**src/rtl/if_fetch_queue.sv**
```systemverilog
// Instruction-fetch PC generator with a DEPTH-entry fetch queue feeding ID; optional bypass via IF_FETCH_QUEUE_BYPASS_EN.
// Latency: imem_req to out_valid is 2 cycles (1 cycle with IF_FETCH_QUEUE_BYPASS_EN when the queue is empty).
// Backpressure: id_ready=0 lets the queue fill; credit (out_count + inflight < DEPTH) stops issue so nothing overflows.
module if_fetch_queue #(
    parameter int unsigned          ADDR_W   = 32,
    parameter int unsigned          INSTR_W  = 32,
    parameter int unsigned          DEPTH    = 4,
    parameter logic [ADDR_W-1:0]    RESET_PC = '0,
    parameter int unsigned          PC_INC   = 4
) (
    input  logic                        clk,
    input  logic                        rst,
    output logic                        imem_req,
    output logic [ADDR_W-1:0]           imem_addr,
    input  logic [INSTR_W-1:0]          imem_rdata,
    input  logic                        redirect,
    input  logic [ADDR_W-1:0]           redirect_addr,
    input  logic                        flush,
    input  logic                        pc_write,
    input  logic                        id_ready,
    output logic                        out_valid,
    output logic [ADDR_W-1:0]           out_next_pc,
    output logic [INSTR_W-1:0]          out_instr,
    output logic [$clog2(DEPTH):0]      out_count
);
    localparam int unsigned PTR_W = $clog2(DEPTH);
    localparam int unsigned CNT_W = PTR_W + 1;

    logic [ADDR_W-1:0]  pc;
    logic [ADDR_W-1:0]  fetch_addr;
    logic               inflight;
    logic [INSTR_W-1:0] instr_mem [DEPTH];
    logic [ADDR_W-1:0]  npc_mem   [DEPTH];
    logic [PTR_W-1:0]   wr_ptr;
    logic [PTR_W-1:0]   rd_ptr;
    logic [CNT_W-1:0]   count;

    logic               kill;
    logic               rsp_vld;
    logic [ADDR_W-1:0]  rsp_npc;
    logic [CNT_W-1:0]   used;
    logic               empty;
    logic               enq;
    logic               pop;

    assign kill      = redirect | flush;
    // A response landing in a redirect/flush cycle belongs to the squashed path.
    assign rsp_vld   = inflight & ~kill;
    assign rsp_npc   = fetch_addr + ADDR_W'(PC_INC);
    assign used      = count + CNT_W'(inflight);
    assign empty     = (count == '0);
    assign imem_req  = rst & pc_write & ~kill & (used < CNT_W'(DEPTH));
    assign imem_addr = pc;
    assign out_count = count;
    assign pop       = ~empty & id_ready;

`ifdef IF_FETCH_QUEUE_BYPASS_EN
    logic byp;
    assign byp         = empty & rsp_vld;
    assign out_valid   = ~empty | byp;
    assign out_instr   = empty ? imem_rdata : instr_mem[rd_ptr];
    assign out_next_pc = empty ? rsp_npc    : npc_mem[rd_ptr];
    // A bypassed word consumed by ID this cycle never occupies a slot.
    assign enq         = rsp_vld & ~(byp & id_ready);
`else
    assign out_valid   = ~empty;
    assign out_instr   = instr_mem[rd_ptr];
    assign out_next_pc = npc_mem[rd_ptr];
    assign enq         = rsp_vld;
`endif

    always_ff @(posedge clk or negedge rst) begin
        if (!rst) begin
            pc         <= RESET_PC;
            fetch_addr <= RESET_PC;
            inflight   <= 1'b0;
            wr_ptr     <= '0;
            rd_ptr     <= '0;
            count      <= '0;
        end else begin
            if (redirect) begin
                pc <= redirect_addr;
            end else if (imem_req) begin
                pc <= pc + ADDR_W'(PC_INC);
            end
            inflight <= imem_req;
            if (imem_req) begin
                fetch_addr <= pc;
            end
            if (kill) begin
                wr_ptr <= '0;
                rd_ptr <= '0;
                count  <= '0;
            end else begin
                if (enq) begin
                    wr_ptr <= wr_ptr + 1'b1;
                end
                if (pop) begin
                    rd_ptr <= rd_ptr + 1'b1;
                end
                count <= count + CNT_W'(enq) - CNT_W'(pop);
            end
        end
    end

    always_ff @(posedge clk) begin
        if (enq) begin
            instr_mem[wr_ptr] <= imem_rdata;
            npc_mem[wr_ptr]   <= rsp_npc;
        end
    end

endmodule

```
**config.mk**
```make
export PLATFORM = sky130hd
export DESIGN_NAME = if_fetch_queue
export DESIGN_NICKNAME = d
export VERILOG_FILES = /design/src/rtl/if_fetch_queue.sv
export SDC_FILE = /design/constraint.sdc
export NUM_CORES = 1
export LEC_CHECK = 0
export ABC_AREA = 1
export CAP_MARGIN = 40
export CORE_MARGIN = 2
export CORE_UTILIZATION = 36
export CTS_CLUSTER_DIAMETER = 80
export DETAILED_ROUTE_END_ITERATION = 7
export SYNTH_ARGS = -nofsm -noshare
export SYNTH_HDL_FRONTEND = slang
export SYNTH_SLANG_ARGS = --single-unit
```
**constraint.sdc**
```tcl
create_clock -name clk -period 8.75 [get_ports clk]
set_clock_uncertainty 0.2 [all_clocks]
set_input_delay 1.3125 -clock clk [delete_from_list [all_inputs] [get_ports clk]]
set_output_delay 1.3125 -clock clk [all_outputs]
set_load 0.005 [all_outputs]
```
Word-level counts from Yosys, hierarchy flattened
Memory sizes are Yosys's and may differ from the RTL's.
Index checks and enable logic that the tools add are counted.

word-level totals
  word-level logic and storage cells = 37
  flip-flop bits (word level) = 72
  output and inout port bits = 101
  memories kept = 2
  bits in latches = 0
  bits in read-only memories = 0
  RAM bits = 256

operators by class
  equal/unequal tests = 0
  add/sub/neg operators = 7
  magnitude comparators = 1
  multiply operators = 0
  multiplexer cells = 9
  shifts and indexed selects = 0
  divide/modulo/power cells = 0
  bitwise gates (word level) = 8
  reductions and logical operators = 4

memories
  memory     depth  width  read ports  clocked after Yosys merged registers in  wr ports  line  source
  instr_mem  4      32     1           0                                        1         32    logic [INSTR_W-1:0] instr_mem [DEPTH];
  npc_mem    4      32     1           0                                        1         33    logic [ADDR_W-1:0] npc_mem [DEPTH];

operators with widths
  kind                                           number
  adder 32 x 3 -> 32 bit, second input constant  2
  2-to-1 mux 32 bit                              2
  2-to-1 mux 2 bit                               4
  adder 3 x 1 -> 3 bit                           2
  nonzero test 2 bit                             3
  AND 1 bit                                      5
  adder 2 x 1 -> 2 bit, second input constant    2
  logical NOT 3 bit                              1
  < comparator 3 bit, second input constant      1
  2-to-1 mux 3 bit                               1
  subtractor 3 x 1 -> 3 bit                      1
  2-to-1 mux 1 bit                               2
  inverter 1 bit                                 2
  bitwise OR 1 bit                               1

Longest topological paths before layout
Gate-level depths: netlist of run 1.

  depth after elaboration = 6
  mapped depth = 12
  mapped depth without buffers = 11

Worst setup path after synthesis of run 1
No wires, ideal clock.

  kind = input port to flip-flop
  from = in redirect
  to = mem instr_mem[0][0] (enable)
  required time = 8.064 ns
  slack = 3.608 ns
  setup time = 0.486 ns
  arrival = 4.456 ns
  cell stages on the path = 6
  cell sequence = buf_6 inv_8 nand2_4 inv_1 nand2_1 nor2_1

between the ends
  cells in the longest elaborated chain, start to end = 5

ends and longest elaborated chain
  element                                 line  source
  start, declared                         16    input logic redirect,
  bitwise OR 1 bit                        46    assign kill = redirect | flush;
  inverter 1 bit                          48    assign rsp_vld = inflight & ~kill;
  AND 1 bit                               48
  2-to-1 mux 1 bit                        107   if (enq) begin
  2-to-1 mux 1 bit (not written as such)  108   instr_mem[wr_ptr] <= imem_rdata;
  end, declared                           32

No other way between the ends.

Final worst setup path of run 1
  from = in redirect
  to = out imem_req

between the ends
  cells in the longest elaborated chain, start to end = 4

ends and longest elaborated chain
  element                  line  source
  bitwise OR 1 bit         46
  inverter 1 bit           52    assign imem_req = rst & pc_write & ~kill & (used < CNT_W'(DEPTH));
  AND 1 bit (2 in series)  52
  end, declared            13    output logic imem_req,

No other way between the ends.

==> results of run 1 <==
==> cell usage in the layout, fill, tap and decap left out, types with 4 or more instances in the layout <==
cell / instances
buf_4: 10
bufinv_16: 6
clkbuf_1: 11
clkbuf_16: 38
clkdlybuf4s50_1: 169
clkinv_1: 5
dfrtp_1: 70
edfxtp_1: 256
ha_1: 8
inv_1: 82
nand2_1: 270
nand3_1: 69
nand3b_1: 7
nor2_1: 200
nor2_2: 4
nor2_4: 8
nor3_1: 11
o21ai_0: 142
o21ai_1: 20
o21ai_2: 11
o22ai_1: 64
xnor2_1: 8
xor2_1: 19
==> cell families after synthesis <==
family / synth area share, %
compound gates: 9.38
xor+xnor: 1.66
simple gates: 16.9
buf+inv: 4.51
flops: 66.7
fa+ha+maj: 0.844
==> how the worst min path moves through the flow <==
stage | start | end | depth (start not counted)
floorplan | fetch_addr[31] | fetch_addr[31] | 2
global placement | fetch_addr[16] | fetch_addr[16] | 2
detailed placement | fetch_addr[7] | fetch_addr[7] | 2
CTS | fetch_addr[7] | fetch_addr[7] | 2
finish | fetch_addr[30] | fetch_addr[30] | 2
global route | fetch_addr[7] | fetch_addr[7] | 2
==> registers in the layout (all words and copies together) (netlist names) <==
signal / flops
instr_mem: 128
npc_mem: 128
fetch_addr: 32
imem_addr: 32
out_count: 3
rd_ptr: 2
wr_ptr: 2
inflight: 1
==> power groups by stage <==
stage | sequential, mW | clock [mW] | combinational (mW)
after floorplan | 1.85 | 0 | 0.150
after global routing | 1.86 | 1.68 | 0.314
after detailed placement | 1.88 | 0 | 0.280
after CTS | 1.84 | 1.63 | 0.283
final | 1.85 | 1.59 | 0.279
after global placement | 1.87 | 0 | 0.273
==> routing by layer <==
metal	vias up	global-route usage (%)	wire length (um)
li1	4912	-	-
met1	4818	23.0	16300
met2	231	28.1	16200
met3	52	2.86	1750
met4	0	4.69	778
met5	-	0	0
==> worst reg2reg max path, delay by kind of cell, from the launching register on <==
family        cells  cell delay (ns)
buf+inv           2             1.40
xor+xnor          1             0.17
simple gates      2             0.34
flops             1             0.73
==> cell type report <==
type | count | area, um2
Clock buffer | 49 | 992
Clock inverter | 18 | 269
Fill cell | 3558 | 21100
Inverter | 86 | 332
Multi-Input combinational cell | 858 | 4130
Sequential cell | 328 | 9490
Tap cell | 518 | 648
Timing Repair Buffer | 185 | 1890
==> results.yml, run 1 <==
cts:
  cts_buffers: 37
  cts.clk_slew.worst_paths_ns: 0.06
  clockBufferDepth: 3
  h-tree-depth: 2
  cts_tree: "built"
  post_cts_resize_count: 0
  cts_sinks: 328
  post_cts_buffers: 0
  worst_skew_pair.late_latency_ns: 0.52
  hold_buffers: 0
  clockRootBuffer: "clkbuf_16"
power:
  switchingPower_mw: 0.844
  total_power_mw: 3.72
  ir_worst_vdd_mv: 0.123
  seqPwrFrac_pct: 49.7
  power_frac_comb_pct: 7.5
  clock_power_share_pct: 42.8
  p_int_mw: 2.87
  cellPowerDensity_nw_per_um2: 209
  p_leak_nw: 6.52
  switching_share_pct: 22.7
timing:
  setup_viol: 0
  setup_tns_ns: 0
  max_freq_ghz: 0.190
  finalHoldViolCount: 0
  period_share_pct: 60.1
  setup_ws_ns: 3.49
  timing.hold.ws_ns: 0.335
  relSlewSlack_pct: 42.9
  finalMaxSlewViolations: 0
  worst-slew-pin-transition_ns: 0.857
  min_period_ns: 5.26
  grt_setup_unrepaired: "false"
placement:
  dp_cells: 1975
  portBuffers: 170
  gp_congestion: 0.832
  dp.final_hpwl_mm: 22.3
  dpl_cell_area_um2: 16500
  place_ws_ns: 3.48
final_layout:
  final_cell_count_no_fill: 2042
  stdcell_area_um2: 17800
  antenna-diode-count: 0
  layout-drive-gt1-share_pct: 6.69
  utilization_pct: 45.7
  fin_nets: 1575
  syn2layout_area_growth_pct: 24.8
critical_path:
  cp_num_buf_inv: 4
  critPathMaxFanout: 35
  r2r_cells: 5
  r2r-end: "rd_ptr[1]"
  crit_family: "buffers and inverters"
  crit_type: "in2out"
  cp.arrival_ns: 3.75
  startpoint: "redirect"
  rrSetupSlack_ns: 5.79
  slowest_delay_ns: 0.65
  rr_startpoint: "rd_ptr[0]"
  crit_end: "imem_req"
  end_kind: "primary output"
  slowest_stage: "clkdlybuf4s50_1"
  cp_data_required_time_ns: 7.24
  crit_path_start_kind: "primary input"
  cp_cell_sequence: "clkdlybuf4s50_1 -> buf_4 -> inv_8 -> nand2_4 -> nor2_4 -> nand2_1 -> nor2_4 -> clkdlybuf4s50_1"
  crit_cells: 8
floorplanning:
  die_x_um: 203
  io_pins: 171
  die_h_um: 203
  die-area_um2: 41100
  core-area_um2: 38800
  num_rows: 72
  initial_utilization_pct: 36.6
drt:
  wire_per_inst_um: 17.2
  drtIter0Drc: 598
  routed-via-count: 10000
  totalWireLength_mm: 35.1
  vias_per_cell: 4.90
  remaining_drc_errors: 0
  ant_nets: 0
  firstDrtPassIters: 5
logic_synthesis:
  async_reset_ff_share_pct: 22.0
  yosys-top-cells-area: "edfxtp_1, dfrtp_1, nand2_1, nor2_1, o21ai_0"
  ys.flop_type: "edfxtp_1"
  synthTopCellsByCount: "nand2_1, edfxtp_1, nor2_1"
  syn_inst: 1331
  seq_area_frac_synth_pct: 66.7
  synth.most_common_cell: "nand2_1"
  synth_nets: 1410
  synth_area_per_cell_um2: 10.7
  synth_top_area_share_pct: 54.0
  yosysWarnings: 0
  syn_area_um2: 14200
  synth_edf_count: 256
  yosys.area.top_type: "edfxtp_1"
  ys_seq_elements: 328
  synth.distinct_cells: 33
global_route:
  grt_first_pass_wirelength_mm: 54.7
  grt_pass1_vias: 9935
  antenna_found_initial: 0
  grt_remaining_overflow: 0
  track_usage_pct: 17.0
  grt_max_degree: 87
job:
  drv_cap: 0
status:
  status: "finished, final reports clean"
min_path:
  min_path_type: "reg2reg"
Power figures use the tool's default switching activity.
==> run 2, diff against run 1 <==
==> constraint.sdc (replaced) <==
create_clock -name clk -period 4.32 [get_ports clk]
set_clock_uncertainty 0.2 [all_clocks]
set_input_delay 0.648 -clock clk [delete_from_list [all_inputs] [get_ports clk]]
set_output_delay 0.648 -clock clk [all_outputs]
set_load 0.005 [all_outputs]
==> results.yml, run 2 (synthesis results as in run 1) <==
status:
  status: "finished, final reports clean"
final_layout:
  fillers: 3628
  syn2layout_area_growth_pct: 23.4
  utilization_pct: 45.2
  antenna-diode-count: 0
  fin_nets: 1575
  multi_input_comb_area_um2: 4130
  final_cell_mix: "nand2_1, edfxtp_1, nor2_1, clkdlybuf4s50_1, o21ai_0"
  final_common_cell: "nand2_1"
  regArea_um2: 9490
  top_regs: "instr_mem: 128 flops, npc_mem: 128 flops"
  layout-drive-gt1-share_pct: 6.31
floorplanning:
  die-area_um2: 41100
  initial_utilization_pct: 36.6
  die_h_um: 203
  die_x_um: 203
  io_pins: 171
  num_rows: 72
  core-area_um2: 38800
critical_path:
  end_kind: "primary output"
  critPathMaxFanout: 44
  crit_type: "reg2out"
  crit_path_start_kind: "register"
  cp.arrival_ns: 2.98
  cp_data_required_time_ns: 3.47
placement:
  dp.final_hpwl_mm: 22.1
  gp_congestion: 0.855
  portBuffers: 170
timing:
  period_share_pct: 88.5
  finalHoldViolCount: 0
  relSlewSlack_pct: 49.7
  max_freq_ghz: 0.261
  worst-slew-pin-transition_ns: 0.754
  min_period_ns: 3.82
  finalMaxSlewViolations: 0
  setup_viol: 0
  grt_setup_unrepaired: "false"
global_route:
  grt_max_degree: 65
  grt_remaining_overflow: 0
  grt_pass1_vias: 9689
  grt_first_pass_wirelength_mm: 54.9
  antenna_found_initial: 0
  track_usage_pct: 17.0
drt:
  vias_per_cell: 4.87
  routed-via-count: 9924
  wire_per_inst_um: 17.1
  wl_met3_mm: 1.66
  drtIter0Drc: 671
  remaining_drc_errors: 0
  ant_nets: 0
  wl_met2_mm: 16.2
  met1_length_mm: 16.4
  routed.top_layer: "met4"
  firstDrtPassIters: 4
  totalWireLength_mm: 34.8
cts:
  clockRootBuffer: "clkbuf_16"
  cts_sinks: 328
  post_cts_resize_count: 0
  cts_tree: "built"
  h-tree-depth: 2
  cts.clk_slew.worst_paths_ns: 0.06
  clockBufferDepth: 3
  worst_skew_pair.late_latency_ns: 0.51
  post_cts_buffers: 0
  hold_buffers: 0
  cts_buffers: 36
power:
  total_power_mw: 7.07
  p_leak_nw: 6.43
  cellPowerDensity_nw_per_um2: 403
  ir_worst_vdd_mv: 0.259
job:
  drv_cap: 0
min_path:
  min_path_type: "in2async"
-- run 2: cell count changes in the layout (fill, tap and decap cells not counted), sizes merged --
| cell | previous run | this run |
|---|---|---|
| buf | 16 | 17 |
| clkinv | 10 | 16 |
| clkbuf | 49 | 44 |
| bufinv | 6 | 1 |
-- run 2: worst paths after layout --
| path | startpoint | end | slack, ns | cells after the start |
|---|---|---|---|---|
| max in group asynchronous | rst | rd_ptr[0] | 2.93 | 3 |
| min reg2reg | fetch_addr[30] | fetch_addr[30] | 0.33 | 2 |
| min | rst | imem_addr[26] | 0.03 | 2 |
| max | rd_ptr[0] | out_next_pc[16] | 0.50 | 5 |
| min in group clk | fetch_addr[30] | fetch_addr[30] | 0.33 | 2 |
| max reg2reg | fetch_addr[2] | npc_mem[2][16] | 2.05 | 7 |
-- run 2: final cells by class --
cell class                 instances  area share, %
clock inverter                    19          0.720
tap                              518           3.69
sequential                       328           54.1
timing repair buffer             186           10.8
inverter                          86           1.89
clock buffer                      44           5.30
multi-input combinational        858           23.5
-- run 2: stage by stage --
step                      cells  setup WS, ns  hold slack (ns)  TNS, ns  area (um2)
after floorplan            1331        -0.158            0.152   -40.41       14200
after global placement     1976         0.991            0.315        0       16500
after detailed placement   1976         0.989            0.323        0       16500
after CTS                  2039         0.441           0.0430        0       17500
after global routing       2039         0.192           0.0495        0       17500
final                      2039         0.496           0.0268        0       17500
-- run 2: routing by layer --
layer / vias to the layer above / GRT usage, %
met4: 0 / 3.96
met3: 40 / 2.66
li1: 4906 / -
met5: - / 0
met2: 252 / 27.6
met1: 4726 / 23.9
-- run 2: critical path, cell delays in order, from the launching register on --
cell and delay (ns):
dfrtp_4 0.73, clkinv_2 0.53, buf_4 0.41, o21ai_0 0.19, o22ai_1 0.10, clkdlybuf4s50_1 0.49
-- run 2: report_power, final --
group / switching, mW / leakage, nW / total (mW) / internal, mW
registers: 0.147 / 3.22 / 3.73 / 3.58
logic: 0.318 / 2.70 / 0.565 / 0.247
clock network: 1.18 / 0.508 / 2.77 / 1.59
==> run 3, diff against run 2 <==
--- a/config.mk
+++ b/config.mk
@@ -5,12 +5,12 @@
 export SDC_FILE = /design/constraint.sdc
 export NUM_CORES = 1
 export LEC_CHECK = 0
-export ABC_AREA = 1
 export CAP_MARGIN = 40
 export CORE_MARGIN = 2
 export CORE_UTILIZATION = 36
 export CTS_CLUSTER_DIAMETER = 80
 export DETAILED_ROUTE_END_ITERATION = 7
+export SLEW_MARGIN = 25
 export SYNTH_ARGS = -nofsm -noshare
 export SYNTH_HDL_FRONTEND = slang
 export SYNTH_SLANG_ARGS = --single-unit
==> constraint.sdc (replaced) <==
create_clock -name clk -period 4.32 [get_ports clk]
set_clock_uncertainty 0.2 [all_clocks]
set_input_delay 0.864 -clock clk [delete_from_list [all_inputs] [get_ports clk]]
set_output_delay 0.864 -clock clk [all_outputs]
set_load 0.005 [all_outputs]
==> results.yml, run 3 <==
status:
  status: "finished, final reports clean"
logic_synthesis:
  ys_seq_elements: 328
  yosysWarnings: 0
  synth_compound_area_share_pct: 2.73
  synthTopCellsByCount: "edfxtp_1, nand2_1, dfrtp_1"
  syn_area_um2: 13300
  ys.flop_type: "edfxtp_1"
  async_reset_ff_share_pct: 22.0
  yosys.area.top_type: "edfxtp_1"
  synth_area_per_cell_um2: 16.6
  seq_area_frac_synth_pct: 71.6
  synth_top_family_by_area: "multiplexers"
  yosys-top-cells-area: "edfxtp_1, dfrtp_1, mux4_2, nand2_1, xnor2_1"
  synth_fa_ha_area_share_pct: 0.906
  yosys.area_share.simple_pct: 9.09
  syn_inst: 800
  synth_nets: 879
  synth.most_common_cell: "edfxtp_1"
  synthXorXnorAreaFrac_pct: 2.77
  synth.distinct_cells: 47
  synth_edf_count: 256
  synthMuxAreaShare_pct: 11.5
  synth_top_area_share_pct: 58.0
cts:
  post_cts_resize_count: 0
  worst_skew_pair.late_latency_ns: 0.52
  cts.clk_slew.worst_paths_ns: 0.06
  hold_buffers: 0
  clockBufferDepth: 3
  cts_sinks: 328
  cts_buffers: 37
  cts_tree: "built"
  clockRootBuffer: "clkbuf_16"
  h-tree-depth: 2
  post_cts_buffers: 0
floorplanning:
  core-area_um2: 36400
  io_pins: 171
  num_rows: 70
  die_x_um: 196
  die_h_um: 196
  initial_utilization_pct: 36.4
  die-area_um2: 38400
final_layout:
  fillers: 3181
  regArea_um2: 9490
  antenna-diode-count: 0
  fin_nets: 1063
  top_regs: "instr_mem: 128 flops, npc_mem: 128 flops"
  final_cell_mix: "edfxtp_1, clkdlybuf4s50_1, nand2_1, dfrtp_1, mux4_2"
  syn2layout_area_growth_pct: 27.2
  layout-drive-gt1-share_pct: 14.8
  final_common_cell: "edfxtp_1"
  multi_input_comb_area_um2: 3610
  final_cell_count_no_fill: 1480
global_route:
  busiest_layer: "met2"
  grt_pass1_vias: 7801
  met1_usage_pct: 21.2
  track_usage_pct: 14.8
  antenna_found_initial: 0
  grt_max_degree: 61
  grt_remaining_overflow: 0
  gr-usage-met3_pct: 3.52
  grt_first_pass_wirelength_mm: 44.3
  grtUsageMet2_pct: 23.1
drt:
  vias_per_cell: 5.01
  wire_per_inst_um: 19.0
  ant_nets: 0
  drtIter0Drc: 347
  totalWireLength_mm: 28.1
  firstDrtPassIters: 4
  remaining_drc_errors: 0
  routed-via-count: 7420
timing:
  setup_tns_ns: 0
  max_freq_ghz: 0.266
  worst-slew-pin-transition_ns: 0.728
  setup_viol: 0
  min_period_ns: 3.76
  relSlewSlack_pct: 51.0
  grt_setup_unrepaired: "false"
  finalHoldViolCount: 0
  period_share_pct: 87.1
  finalMaxSlewViolations: 0
critical_path:
  end_kind: "primary output"
  cp.arrival_ns: 2.70
  crit_path_start_kind: "register"
  critPathMaxFanout: 20
  cp_data_required_time_ns: 3.26
  crit_type: "reg2out"
power:
  p_leak_nw: 5.80
  ir_worst_vdd_mv: 0.216
  switchingPower_mw: 1.58
  seqPwrFrac_pct: 50.6
  clock_power_share_pct: 43.6
  p_int_mw: 5.73
  power_frac_comb_pct: 5.8
  switching_share_pct: 21.7
  cellPowerDensity_nw_per_um2: 433
placement:
  dp_cells: 1413
  dp.final_hpwl_mm: 17.6
  gp_congestion: 0.753
  portBuffers: 170
min_path:
  min_path_type: "in2async"
job:
  drv_cap: 0
run 3: cell families (layout without fill, tap and decap cells):
family / count (synthesis) / after routing
flops: 328 / 328
simple gates: 249 / 249
mux: 72 / 72
compound gates: 53 / 53
buf+inv: 47 / 259
xor+xnor: 42 / 42
fa+ha+maj: 9 / 9
run 3: worst max-delay path: stages, from the launching register on:
cell and delay (ns):
dfrtp_4 0.70, buf_4 0.39, mux4_2 0.60, clkdlybuf4s50_1 0.48
run 3: power by group through the flow:
stage | clock [mW] | combinational (mW) | sequential [mW]
2_1_floorplan | 0 | 0.201 | 3.72
3_3_place_gp | 0 | 0.415 | 3.76
3_5_place_dp | 0 | 0.430 | 3.76
4_1_cts | 3.26 | 0.433 | 3.70
5_1_grt | 3.40 | 0.479 | 3.72
6_report | 3.18 | 0.426 | 3.70
run 3: layout make-up:
cell class / instances / area share, %
Sequential cell: 328 / 56.3
Multi-Input combinational cell: 425 / 21.4
Timing Repair Buffer: 184 / 11.3
Clock buffer: 42 / 5.85
Tap cell: 468 / 3.47
Clock inverter: 25 / 1.55
Inverter: 8 / 0.178
run 3: path summary, 6_finish.rpt:
path                                 from  slack [ns]        endpoint  depth (start not counted)
setup / recovery                rd_ptr[0]        0.56   out_instr[30]                          3
hold / removal                        rst        0.17    out_count[0]                          2
setup reg to reg            fetch_addr[3]        1.64  npc_mem[3][30]                          6
hold reg to reg            fetch_addr[31]        0.31  fetch_addr[31]                          2
max in group asynchronous             rst        3.18       rd_ptr[0]                          3
min in group clk           fetch_addr[31]        0.31  fetch_addr[31]                          2
run 3: per-layer routing:
layer	wire [um]	vias up	part of all wire, %
met5	0	-	0
met1	13400	3712	48
met3	1580	36	5.6
li1	-	3469	-
met2	12700	203	45
met4	420	0	1.5
run 3: through the flow:
stage	hold WS, ns	power [mW]	setup slack [ns]	util (%)	cell area (um2)
2_1_floorplan	0.267	3.92	0.972	-	13300
3_3_place_gp	0.297	4.17	0.716	42.8	15600
3_5_place_dp	0.301	4.19	0.708	42.9	15600
4_1_cts	0.175	7.40	0.482	46.3	16900
5_1_grt	0.197	7.59	0.420	46.3	16900
6_report	0.173	7.31	0.559	46.3	16900
